File: src/rtl/mc_ctrl_pkg.sv
// Shared encodings for the multi-cycle MIPS-subset controller and datapath.
// Holds opcode constants, FSM state encodings, the datapath select encodings
// (alu_src_b, alu_op, pc_src) and the packed control word from the decoder.
package mc_ctrl_pkg;

  localparam logic [5:0] OP_R    = 6'b000000;
  localparam logic [5:0] OP_LW   = 6'b100011;
  localparam logic [5:0] OP_SW   = 6'b101011;
  localparam logic [5:0] OP_BEQ  = 6'b000100;
  localparam logic [5:0] OP_J    = 6'b000010;
  localparam logic [5:0] OP_ADDI = 6'b001000;

  typedef enum logic [3:0] {
    S_IF     = 4'd0,
    S_ID     = 4'd1,
    S_MEMADR = 4'd2,
    S_MEMRD  = 4'd3,
    S_MEMWB  = 4'd4,
    S_MEMWR  = 4'd5,
    S_EXE    = 4'd6,
    S_ALUWB  = 4'd7,
    S_BRANCH = 4'd8,
    S_JUMP   = 4'd9,
    S_ADDIEX = 4'd10,
    S_ADDIWB = 4'd11,
    S_TRAP   = 4'd12
  } state_t;

  localparam logic [1:0] SRCB_B     = 2'b00;
  localparam logic [1:0] SRCB_4     = 2'b01;
  localparam logic [1:0] SRCB_IMM   = 2'b10;
  localparam logic [1:0] SRCB_IMMSH = 2'b11;

  localparam logic [1:0] ALUOP_ADD   = 2'b00;
  localparam logic [1:0] ALUOP_SUB   = 2'b01;
  localparam logic [1:0] ALUOP_FUNCT = 2'b10;

  localparam logic [1:0] PCSRC_ALU    = 2'b00;
  localparam logic [1:0] PCSRC_ALUOUT = 2'b01;
  localparam logic [1:0] PCSRC_JUMP   = 2'b10;

  typedef struct packed {
    logic       pc_write;
    logic       pc_write_cond;
    logic       ir_write;
    logic       reg_write;
    logic       mem_read;
    logic       mem_write;
    logic       iord;
    logic       reg_dst;
    logic       mem_to_reg;
    logic       alu_src_a;
    logic [1:0] alu_src_b;
    logic [1:0] alu_op;
    logic [1:0] pc_src;
  } ctrl_t;

endpackage

File: src/rtl/mc_ctrl_fsm_outdec.sv
// State -> control word decoder (purely combinational, Moore outputs).
// Only the IF load enables depend on mem_ready. rst forces the whole control
// word to zero so requests drop the moment reset rises.
// Optional MC_CTRL_ILLEGAL_TRAP_EN adds illegal_instr, high in TRAP.
// Ports: st (current state), mem_ready, rst, cw (control word),
//        illegal_instr (only with MC_CTRL_ILLEGAL_TRAP_EN).
module mc_ctrl_fsm_outdec
  import mc_ctrl_pkg::*;
(
  input  state_t st,
  input  logic   mem_ready,
  input  logic   rst,
`ifdef MC_CTRL_ILLEGAL_TRAP_EN
  output logic   illegal_instr,
`endif
  output ctrl_t  cw
);

  always_comb begin
    cw = '0;
    case (st)
      S_IF: begin
        cw.mem_read  = 1'b1;
        cw.alu_src_b = SRCB_4;
        cw.ir_write  = mem_ready;
        cw.pc_write  = mem_ready;
      end
      S_ID:     cw.alu_src_b = SRCB_IMMSH;
      S_MEMADR: begin
        cw.alu_src_a = 1'b1;
        cw.alu_src_b = SRCB_IMM;
      end
      S_MEMRD: begin
        cw.mem_read = 1'b1;
        cw.iord     = 1'b1;
      end
      S_MEMWB: begin
        cw.reg_write  = 1'b1;
        cw.mem_to_reg = 1'b1;
      end
      S_MEMWR: begin
        cw.mem_write = 1'b1;
        cw.iord      = 1'b1;
      end
      S_EXE: begin
        cw.alu_src_a = 1'b1;
        cw.alu_op    = ALUOP_FUNCT;
      end
      S_ALUWB: begin
        cw.reg_write = 1'b1;
        cw.reg_dst   = 1'b1;
      end
      S_BRANCH: begin
        cw.alu_src_a     = 1'b1;
        cw.alu_op        = ALUOP_SUB;
        cw.pc_src        = PCSRC_ALUOUT;
        cw.pc_write_cond = 1'b1;
      end
      S_JUMP: begin
        cw.pc_src   = PCSRC_JUMP;
        cw.pc_write = 1'b1;
      end
      S_ADDIEX: begin
        cw.alu_src_a = 1'b1;
        cw.alu_src_b = SRCB_IMM;
      end
      S_ADDIWB: cw.reg_write = 1'b1;
      default:  cw = '0;
    endcase
    if (rst) cw = '0;
  end

`ifdef MC_CTRL_ILLEGAL_TRAP_EN
  assign illegal_instr = (st == S_TRAP) && !rst;
`endif

endmodule

File: src/rtl/mc_ctrl_fsm.sv
// Multi-cycle MIPS-subset control FSM: state register + next-state logic.
// Output decode lives in mc_ctrl_fsm_outdec.
// Ports: clk, rst (async, active-high), opcode (IR[31:26]), zero (ALU flag),
//        mem_ready; control outputs pc_en, ir_write, reg_write, mem_read,
//        mem_write, iord, reg_dst, mem_to_reg, alu_src_a, alu_src_b, alu_op,
//        pc_src; state (debug); illegal_instr with MC_CTRL_ILLEGAL_TRAP_EN.
// MC_CTRL_ILLEGAL_TRAP_EN: unknown opcodes lock the FSM in TRAP until reset.
// Without it an unknown opcode retires as a NOP (PC was advanced in IF).
module mc_ctrl_fsm
  import mc_ctrl_pkg::*;
#(
  parameter int OPW = 6,
  parameter int STW = 4
) (
  input  logic           clk,
  input  logic           rst,
  input  logic [OPW-1:0] opcode,
  input  logic           zero,
  input  logic           mem_ready,
  output logic           pc_en,
  output logic           ir_write,
  output logic           reg_write,
  output logic           mem_read,
  output logic           mem_write,
  output logic           iord,
  output logic           reg_dst,
  output logic           mem_to_reg,
  output logic           alu_src_a,
  output logic [1:0]     alu_src_b,
  output logic [1:0]     alu_op,
  output logic [1:0]     pc_src,
`ifdef MC_CTRL_ILLEGAL_TRAP_EN
  output logic           illegal_instr,
`endif
  output logic [STW-1:0] state
);

  state_t     cur, nxt;
  ctrl_t      cw;
  logic [5:0] op6;

  assign op6 = 6'(opcode);

  always_ff @(posedge clk or posedge rst) begin
    if (rst) cur <= S_IF;
    else     cur <= nxt;
  end

  // opcode is only looked at in ID and MEMADR; IR is stable there.
  always_comb begin
    nxt = S_IF;
    case (cur)
      S_IF: nxt = mem_ready ? S_ID : S_IF;
      S_ID: begin
        case (op6)
          OP_LW, OP_SW: nxt = S_MEMADR;
          OP_R:         nxt = S_EXE;
          OP_BEQ:       nxt = S_BRANCH;
          OP_J:         nxt = S_JUMP;
          OP_ADDI:      nxt = S_ADDIEX;
`ifdef MC_CTRL_ILLEGAL_TRAP_EN
          default:      nxt = S_TRAP;
`else
          default:      nxt = S_IF;
`endif
        endcase
      end
      S_MEMADR: nxt = (op6 == OP_LW) ? S_MEMRD : S_MEMWR;
      S_MEMRD:  nxt = mem_ready ? S_MEMWB : S_MEMRD;
      S_MEMWB:  nxt = S_IF;
      S_MEMWR:  nxt = mem_ready ? S_IF : S_MEMWR;
      S_EXE:    nxt = S_ALUWB;
      S_ALUWB:  nxt = S_IF;
      S_BRANCH: nxt = S_IF;
      S_JUMP:   nxt = S_IF;
      S_ADDIEX: nxt = S_ADDIWB;
      S_ADDIWB: nxt = S_IF;
`ifdef MC_CTRL_ILLEGAL_TRAP_EN
      S_TRAP:   nxt = S_TRAP;
`endif
      default:  nxt = S_IF;
    endcase
  end

  mc_ctrl_fsm_outdec u_outdec (
    .st            (cur),
    .mem_ready     (mem_ready),
    .rst           (rst),
`ifdef MC_CTRL_ILLEGAL_TRAP_EN
    .illegal_instr (illegal_instr),
`endif
    .cw            (cw)
  );

  assign pc_en      = cw.pc_write | (cw.pc_write_cond & zero);
  assign ir_write   = cw.ir_write;
  assign reg_write  = cw.reg_write;
  assign mem_read   = cw.mem_read;
  assign mem_write  = cw.mem_write;
  assign iord       = cw.iord;
  assign reg_dst    = cw.reg_dst;
  assign mem_to_reg = cw.mem_to_reg;
  assign alu_src_a  = cw.alu_src_a;
  assign alu_src_b  = cw.alu_src_b;
  assign alu_op     = cw.alu_op;
  assign pc_src     = cw.pc_src;
  assign state      = STW'(cur);

endmodule

File: config.mk
export PLATFORM = sky130hd
export DESIGN_NAME = mc_ctrl_fsm
export DESIGN_NICKNAME = d
export VERILOG_FILES = /design/src/rtl/mc_ctrl_pkg.sv /design/src/rtl/mc_ctrl_fsm_outdec.sv /design/src/rtl/mc_ctrl_fsm.sv
export SDC_FILE = /design/constraint.sdc
export NUM_CORES = 1
export LEC_CHECK = 0
export BUFFER_PORTS_ARGS = -buffer_cell sky130_fd_sc_hd__buf_2
export CORE_MARGIN = 4
export CORE_UTILIZATION = 43
export CTS_CLUSTER_SIZE = 24
export DETAILED_ROUTE_END_ITERATION = 7
export GPL_TIMING_DRIVEN = 0
export PLACE_DENSITY = 0.85
export RECOVER_POWER = 100
export SLEW_MARGIN = 20
export SYNTH_ARGS = -nofsm -noshare
export SYNTH_HDL_FRONTEND = slang
export SYNTH_SLANG_ARGS = --single-unit
export TNS_END_PERCENT = 5
File: constraint.sdc
create_clock -name clk -period 1.9 [get_ports clk]
set_input_delay 0.57 -clock clk [delete_from_list [all_inputs] [get_ports clk]]
set_output_delay 0.57 -clock clk [all_outputs]
set_load 0.02 [all_outputs]
==> flow_summary.ini, run 1 <==
[clocking]
cts_hold_buf = 0
clkTransAtPathRegs_ns = 0.04
cts_tree = built
clock_latency_ns = 0.23
root_buffer = clkbuf_4
htreeDepth = 1
cts.path.max_buffers = 2
cts_buffers = 3
cts_sinks = 4

[detailed_routing]
drt_wl_total_um = 1924
drcViolationCount = 0
wl_per_cell_um = 13.94
antenna_left = 0
drt-pass1-iter-count = 4
viasPerCell = 5.754
via_count = 794
drt_iter0_drc = 27

[floorplan]
io_pins = 29
core_um2 = 1171
fp.dieH_um = 44.07
core.rowCount = 12
dieArea_um2 = 1942
start_util_pct = 47.76
fp.dieW_um = 44.07

[timing]
max_freq_ghz = 0.5030
finalCriticalPeriod_ns = 1.988
fin_ws_ns = -0.08808
finalCritPeriodShare_pct = 104.6
tightest_slew_ns = 0.3531
slew_headroom_pct = 76.28
rsz0062_at_grt = yes
finalHoldViolations = 0
setup_viol = 11
slew_violations = 0
fin_worst_skew_ns = 0.002509
whs_ns = 0.3712

[setup_path]
critPathTopFamily = buffers and inverters
required_ns = 1.33
r2r_cells = 7
crit_path_start_kind = flip-flop
crit_path_end_kind = output port
path_max_fanout = 8
worstPathCellList = buf_6 -> buf_8 -> xor2_1 -> and3_1 -> buf_4
arrival_ns = 1.42
crit_path_top_delay_cell = dfrtp_1
critPathBufInv = 3
crit_type = flip-flop to output port
cpPeakStageDelay_ns = 0.37
rr_endpoint = state[0]
reg2reg_slack_ns = 0.54
rr_startpoint = state[2]

[placed_design]
port_buffers = 27
hpwlAfterDp_um = 1191
place_congestion = 0.8752
dpl.cell_count = 126

[cells_and_area]
regArea_um2 = 102.6
n_fill_cell = 74
fin_nets = 136
final_cells = 138
final_cell_mix = buf_4, buf_2, nor2_1
largest_register_ffs = 4
final_layout_size_suffix_gt1_share_pct = 50.81
final_util_pct = 81.30
final_common_cell = buf_4
syn2layout_area_growth_pct = 70.25
multiInputGateArea_um2 = 462.9
n_antenna_cell = 0

[synthesis]
synth-seq-cells = 4
yosys_warnings = 0
synthCells = 85
syn_avg_cell_area_um2 = 6.580
synth_nets = 95
ys_seq_area_share_pct = 17.90
synthesis.area_um2 = 559.3
synthDistinctLibCells = 30

[global_routing]
antenna_found_initial = 0
grt_usage_pct = 20.23
grt_max_degree = 11
overflow = 0
grt_pass1_vias = 749
grt_pass1_wl_um = 3049

[power_and_ir_drop]
ir_drop_mv = 0.6068
p_leak_nw = 0.4581
cellPowerDensity_nw_per_um2 = 450.4

[status]
status = finished, violations left
violations = setup timing

[flow_run]
drv_cap = 0

[min_path]
hold_class = primary input to asynchronous set/reset pin
how the worst max path moves through the flow:
| stage | from | endpoint | slack (ns) | depth (start not counted) |
|---|---|---|---|---|
| after floorplan | state[3] | alu_src_b[0] | -0.16 | 3 |
| after global placement | rst | pc_en | -0.11 | 4 |
| after detailed placement | rst | alu_op[0] | -0.14 | 5 |
| after CTS | state[2] | reg_write | -0.05 | 6 |
| after global routing | state[2] | reg_write | -0.15 | 6 |
| final | state[2] | iord | -0.09 | 5 |
worst register-to-register path, cell delays in order (launching register included):
cell,delay [ns]
dfrtp_1,0.37
buf_6,0.14
buf_4,0.14
buf_4,0.13
nor2_1,0.15
and3_1,0.18
a32oi_1,0.09
o21ai_1,0.09
final cells by class:
| class | instances | share of cell area (%) |
|---|---|---|
| Timing Repair Buffer | 37 | 27.60 |
| Buffer | 7 | 7.227 |
| Sequential cell | 4 | 10.78 |
| Inverter | 4 | 1.577 |
| Tap cell | 14 | 1.840 |
| Multi-Input combinational cell | 69 | 48.62 |
| Clock buffer | 3 | 2.365 |
metrics by stage:
stage / setup slack (ns) / setup TNS (ns) / cell area, um^2 / total power [mW]
3_3_place_gp: -0.1139 / -0.5359 / 711.9 / 0.2687
6_report: -0.08808 / -0.4854 / 952.2 / 0.4288
5_1_grt: -0.1521 / -1.685 / 952.2 / 0.4628
2_1_floorplan: -0.1614 / -0.6995 / 559.3 / 0.2202
3_5_place_dp: -0.1408 / -0.6452 / 711.9 / 0.2721
4_1_cts: -0.04832 / -0.1857 / 879.6 / 0.4116
cell families (layout without fill, tap and decap cells):
group | after synthesis | after routing | synth area share (%)
XOR/XNOR | 3 | 3 | 4.699
buffers and inverters | 12 | 51 | 10.51
AND/OR/NAND/NOR | 46 | 46 | 43.40
AO/OA/AOI/OAI | 19 | 19 | 21.70
multiplexers | 1 | 1 | 1.790
flip-flops | 4 | 4 | 17.90
cells in the mapped netlist:
master / number / area, um^2
inv_1: 4 / 15.01
o32a_1: 1 / 10.01
nor2b_1: 2 / 12.51
nand4_1: 2 / 12.51
clkbuf_1: 1 / 3.750
nor3_2: 1 / 10.01
nand3_1: 3 / 15.01
o211ai_1: 3 / 22.52
buf_2: 5 / 25.02
and2b_1: 1 / 7.510
nor3_1: 5 / 25.02
buf_4: 2 / 15.01
a21oi_1: 3 / 15.01
o21ai_1: 3 / 15.01
nand2b_1: 3 / 18.77
o21ai_0: 5 / 25.02
o22a_1: 1 / 8.760
nand2b_4: 1 / 13.76
nor2_1: 13 / 48.80
nand4b_1: 1 / 8.760
xor2_1: 2 / 17.52
nand2_1: 7 / 26.28
o2111ai_1: 1 / 8.760
nor4_1: 2 / 12.51
and3_1: 5 / 31.28
dfrtp_1: 4 / 100.1
mux2i_1: 1 / 10.01
xnor2_1: 1 / 8.760
a21boi_1: 1 / 7.510
a32oi_1: 1 / 8.760
report_power, final:
part	total [mW]	switching (mW)	internal, mW
clock network	0.102	0.0319	0.0705
logic	0.225	0.126	0.0995
registers	0.101	0.00858	0.0925
what timing repair did:
item | CTS | global route
setup endpoints to repair | 15 | 15
endpoints found under the hold margin | 0 | 0
gates resized for setup | 26 | 16
pin swaps | 1 | 3
buffers inserted | 7 | 3
layer usage:
| layer | track usage [%] | share of wire, % |
|---|---|---|
| met2 | 34.88 | 52 |
| met3 | 4.878 | 6.0 |
| met1 | 24.39 | 41 |
| met4 | 6.627 | 0.94 |
| met5 | 0 | 0 |
Note: power is estimated with default switching activity, not from simulation.
==> inputs of run 2 (changes only) <==
- PLACE_DENSITY: 0.85 -> 0.77
==> flow_summary.ini, run 2 (synthesized netlist as in run 1, its figures left out) <==
[status]
status = finished, violations left
violations = setup timing

[cells_and_area]
n_antenna_cell = 0
final_cell_mix = buf_4, buf_2, nor2_1
largest_register_ffs = 4
n_fill_cell = 99
final_util_pct = 75.53
syn2layout_area_growth_pct = 58.17
final_layout_size_suffix_gt1_share_pct = 44.17
final_common_cell = buf_4
fin_nets = 132

[timing]
slew_headroom_pct = 74.57
finalHoldViolations = 0
fin_worst_skew_ns = 0.001883
setup_tns_ns = -0.3431
setup_viol = 10
finalCritPeriodShare_pct = 104.0
rsz0062_at_grt = yes
finalCriticalPeriod_ns = 1.976
slew_violations = 0
fin_ws_ns = -0.07587
whs_ns = 0.3696
tightest_slew_ns = 0.3786
max_freq_ghz = 0.5061

[min_path]
hold_class = primary input to asynchronous set/reset pin

[clocking]
htreeDepth = 1
cts.path.max_buffers = 2
cts_tree = built
cts_sinks = 4
cts_buffers = 3
clkTransAtPathRegs_ns = 0.03
clock_latency_ns = 0.22
root_buffer = clkbuf_4

[floorplan]
core_um2 = 1171
fp.dieH_um = 44.07
io_pins = 29
dieArea_um2 = 1942
core.rowCount = 12
start_util_pct = 47.76
fp.dieW_um = 44.07

[power_and_ir_drop]
ir_drop_mv = 0.4085
p_leak_nw = 0.4098
cellPowerDensity_nw_per_um2 = 457.6

[detailed_routing]
wl_per_cell_um = 13.11
viasPerCell = 5.560
via_count = 745
drcViolationCount = 0
drt-pass1-iter-count = 4
drt_wl_total_um = 1757
drt_iter0_drc = 25
antenna_left = 0

[setup_path]
required_ns = 1.33
crit_path_end_kind = output port
arrival_ns = 1.41
crit_type = flip-flop to output port
path_max_fanout = 5
crit_path_start_kind = flip-flop

[placed_design]
place_congestion = 0.8248
port_buffers = 27
place_ws_ns = -0.1716
hpwlAfterDp_um = 1243

[global_routing]
overflow = 0
grt_pass1_vias = 672
grt_max_degree = 11
grt_pass1_wl_um = 2898
grt_usage_pct = 18.62
antenna_found_initial = 0

[flow_run]
drv_cap = 0
==> run 2: cell count changes in the layout (fill, tap and decap cells not counted), sizes merged <==
cell and change:
clkbuf +4, buf -8
==> run 2: where the power goes <==
| part | switching, mW | total, mW | internal [mW] |
|---|---|---|---|
| combinational | 0.117 | 0.205 | 0.0881 |
| sequential | 0.0113 | 0.104 | 0.0928 |
| clock | 0.0257 | 0.0957 | 0.0700 |
==> run 2: worst max-delay path: stages, from the launching register on <==
cell,delay [ns]
dfrtp_2,0.44
buf_12,0.14
and2b_1,0.20
a21oi_1,0.07
nor3_1,0.14
buf_2,0.19
==> run 2: path summary, 6_finish.rpt <==
kind | start | endpoint | slack, ns | depth (start not counted)
setup / recovery | state[1] | alu_src_b[1] | -0.08 | 5
hold / removal | rst | state[3] | 0.37 | 2
setup reg to reg | state[0] | state[3] | 0.57 | 5
hold reg to reg | state[0] | state[3] | 0.67 | 3
max in group asynchronous | rst | state[2] | 1.36 | 2
min in group clk | opcode[4] | state[3] | 0.55 | 2
==> run 2: through the flow <==
stage	area [um^2]	power (mW)	cells
after floorplan	559.3	0.2202	85
after global placement	711.9	0.2714	126
final	884.6	0.4048	134
after global routing	884.6	0.4426	134
after CTS	845.8	0.4016	132
after detailed placement	711.9	0.2737	126
==> run 2: area by class of cell <==
cell class                      instances  area (um^2)  area share, %
Multi-Input combinational cell         69        444.2          50.21
Inverter                                4        15.01          1.697
Sequential cell                         4        103.9          11.74
Tap cell                               14        17.52          1.980
Buffer                                  6        53.80          6.082
Clock buffer                            3        22.52          2.546
Timing Repair Buffer                   34        227.7          25.74
==> run 2: timing repair <==
| action | CTS | global route |
|---|---|---|
| gates resized for setup | 23 | 12 |
| pin swaps | 3 | 2 |
| setup buffers | 5 | 2 |
| endpoints found under the hold margin | 0 | 0 |
| hold buffers | 0 | 0 |
| setup endpoints to repair | 15 | 15 |
==> run 2: per-layer routing <==
metal	vias up	GRT usage (%)	routed length (um)
li1	376	-	-
met1	345	24.76	718
met2	24	33.72	939
met3	0	0.4065	99
met4	0	3.012	0
met5	-	0	0
==> inputs of run 3 (changes only) <==
- CORE_UTILIZATION: 43 -> 44
- HOLD_SLACK_MARGIN: unset -> 0.12
- SYNTH_HIERARCHICAL: unset -> 1
- clock period: 1.9 -> 2.2 ns (I/O delays scaled with it)
==> flow_summary.ini, run 3 <==
[status]
status = finished, violations left
violations = setup timing

[clocking]
cts_hold_buf = 0
clkTransAtPathRegs_ns = 0.04
root_buffer = clkbuf_4
cts.path.max_buffers = 2
clock_latency_ns = 0.23
cts_sinks = 4
cts_tree = built
htreeDepth = 1
cts_buffers = 3

[setup_path]
arrival_ns = 1.60
crit_path_start_kind = primary input
reg2reg_slack_ns = 0.63
rr_endpoint = state[0]
worstPathCellList = buf_12 -> or2_1 -> buf_6 -> nor3_4 -> buf_4 -> a21o_4 -> buf_6
required_ns = 1.54
crit_top_cell = buf_6
critPathTopFamily = buffers and inverters
critPathBufInv = 4
r2r_cells = 5
rr_startpoint = state[2]
cpPeakStageDelay_ns = 0.21
crit_type = primary input to output port
cp.depth = 7
path_max_fanout = 6
crit_path_top_delay_cell = or2_1
crit_path_end_kind = output port

[power_and_ir_drop]
p_sw_mw = 0.1365
p_sw_share_pct = 38.33
seq_power_share_pct = 25.5
p_leak_nw = 0.3825
internal_power_mw = 0.2196
cellPowerDensity_nw_per_um2 = 392.0
combinationalPowerShare_pct = 48.9
finalPower_mw = 0.3561
power.share.clock_pct = 25.7
ir_drop_mv = 0.2997

[global_routing]
grt_pass1_wl_um = 2670
grt_max_degree = 13
grt_usage_pct = 17.53
antenna_found_initial = 0
overflow = 0
grt_util_met3_pct = 0
busiest_layer = met2
met2_usage_pct = 33.90
grt_pass1_vias = 621
met1_usage_pct = 20.00

[placed_design]
port_buffers = 28
hpwlAfterDp_um = 1163
place_congestion = 0.7609
place_ws_ns = -0.3093

[floorplan]
io_pins = 29
start_util_pct = 46.44
dieArea_um2 = 2030
core.rowCount = 13
fp.dieW_um = 45.06
core_um2 = 1301
fp.dieH_um = 45.06

[timing]
setup_tns_ns = -0.1003
fin_worst_skew_ns = 0.0006011
finalHoldViolations = 0
slew_headroom_pct = 69.33
whs_ns = 0.5739
finalCriticalPeriod_ns = 2.260
rsz0062_at_grt = yes
max_freq_ghz = 0.4425
tightest_slew_ns = 0.4536
finalCritPeriodShare_pct = 102.7
setup_viol = 3
fin_ws_ns = -0.05989
slew_violations = 0

[cells_and_area]
syn2layout_area_growth_pct = 50.31
multiInputGateArea_um2 = 480.5
regArea_um2 = 105.1
fin_nets = 123
final_cell_mix = buf_2, buf_4, clkbuf_1
n_fill_cell = 117
n_antenna_cell = 0
final_util_pct = 69.81
final_common_cell = buf_2
largest_register_ffs = 4
final_layout_size_suffix_gt1_share_pct = 50.45

[synthesis]
synth-seq-cells = 4
yosys-top-cells-count = buf_2, nand2b_1, nor3_1, dfrtp_1, inv_1
synthCells = 75
yosys_warnings = 6
ys_seq_area_share_pct = 16.56
synth_edf_count = 0
synth_top_area_share_pct = 16.56
synthesis.area_um2 = 604.3
synthDistinctLibCells = 40
synth_ff_type = dfrtp_1
synth_nets = 85
synth_area_leaders = dfrtp_1, nand2b_1, nor4b_1
yosys.area.top_type = dfrtp_1
async_reset_ff_share_pct = 100.0
syn_avg_cell_area_um2 = 8.058

[detailed_routing]
wl_per_cell_um = 13.97
drt_wl_total_um = 1760
viasPerCell = 5.675
antenna_left = 0
via_count = 715
drcViolationCount = 0
drt-pass1-iter-count = 4
drt_iter0_drc = 7

[flow_run]
drv_cap = 0

[min_path]
hold_class = primary input to asynchronous set/reset pin
[run 3: cell types whose count changed after synthesis, sizes merged, moves of 4 or more]
cell,before,now
nor2,13,2
or3b,0,4
o21ai,8,2
nand2,7,1
and3,5,0
a211oi,0,4
[run 3: logic make-up after synthesis]
family,after synthesis,share of synthesized area (%)
AO/OA/AOI/OAI,17,21.95
XOR/XNOR,3,4.349
buffers and inverters,12,10.97
flip-flops,4,16.56
AND/OR/NAND/NOR,39,46.17
[run 3: power by group through the flow]
stage / Clock, mW / Combinational [mW] / Sequential [mW]
after detailed placement: 0 / 0.150 / 0.0924
after CTS: 0.0907 / 0.172 / 0.0900
after global placement: 0 / 0.147 / 0.0923
final: 0.0914 / 0.174 / 0.0907
after global routing: 0.0947 / 0.187 / 0.0925
after floorplan: 0 / 0.101 / 0.0951
[run 3: worst reg2reg max path: stages (launching register included)]
cell and delay [ns]:
dfrtp_2 0.40, clkbuf_4 0.14, clkbuf_1 0.20, and4bb_2 0.28
a211oi_1 0.26, o221ai_1 0.15
[run 3: layout make-up]
cell class                      instances  area share (%)
Tap cell                               15           2.066
Sequential cell                         4           11.57
Timing Repair Buffer                   36           24.38
Clock buffer                            3           2.479
Inverter                                4           1.653
Buffer                                  5           4.959
Multi-Input combinational cell         59           52.89
[run 3: how the worst max path moves through the flow]
stage	startpoint	endpoint
floorplan	rst	pc_en
global placement	mem_ready	pc_en
detailed placement	rst	pc_en
CTS	rst	pc_en
global route	state[3]	pc_en
finish	rst	pc_en
[run 3: per-layer routing]
| metal | share of wire, % | wire (um) | vias to the layer above |
|---|---|---|---|
| li1 | - | - | 357 |
| met1 | 41 | 726 | 332 |
| met2 | 53 | 931 | 24 |
| met3 | 4.9 | 87 | 2 |
| met4 | 0.80 | 14 | 0 |
| met5 | 0 | 0 | - |
[run 3: metrics by stage]
stage / std cells / area, um^2
after global placement: 118 / 798.3
after global routing: 126 / 908.4
final: 126 / 908.4
after detailed placement: 118 / 798.3
after floorplan: 75 / 639.4
after CTS: 126 / 905.9
[run 3: repair_timing]
item / 4_1_cts / 5_1_grt
buffers inserted: 8 / 0
cloned: 0 / 0
endpoints found under the setup margin: 14 / 11
pin swaps: 5 / 1
gates resized for setup: 16 / 7
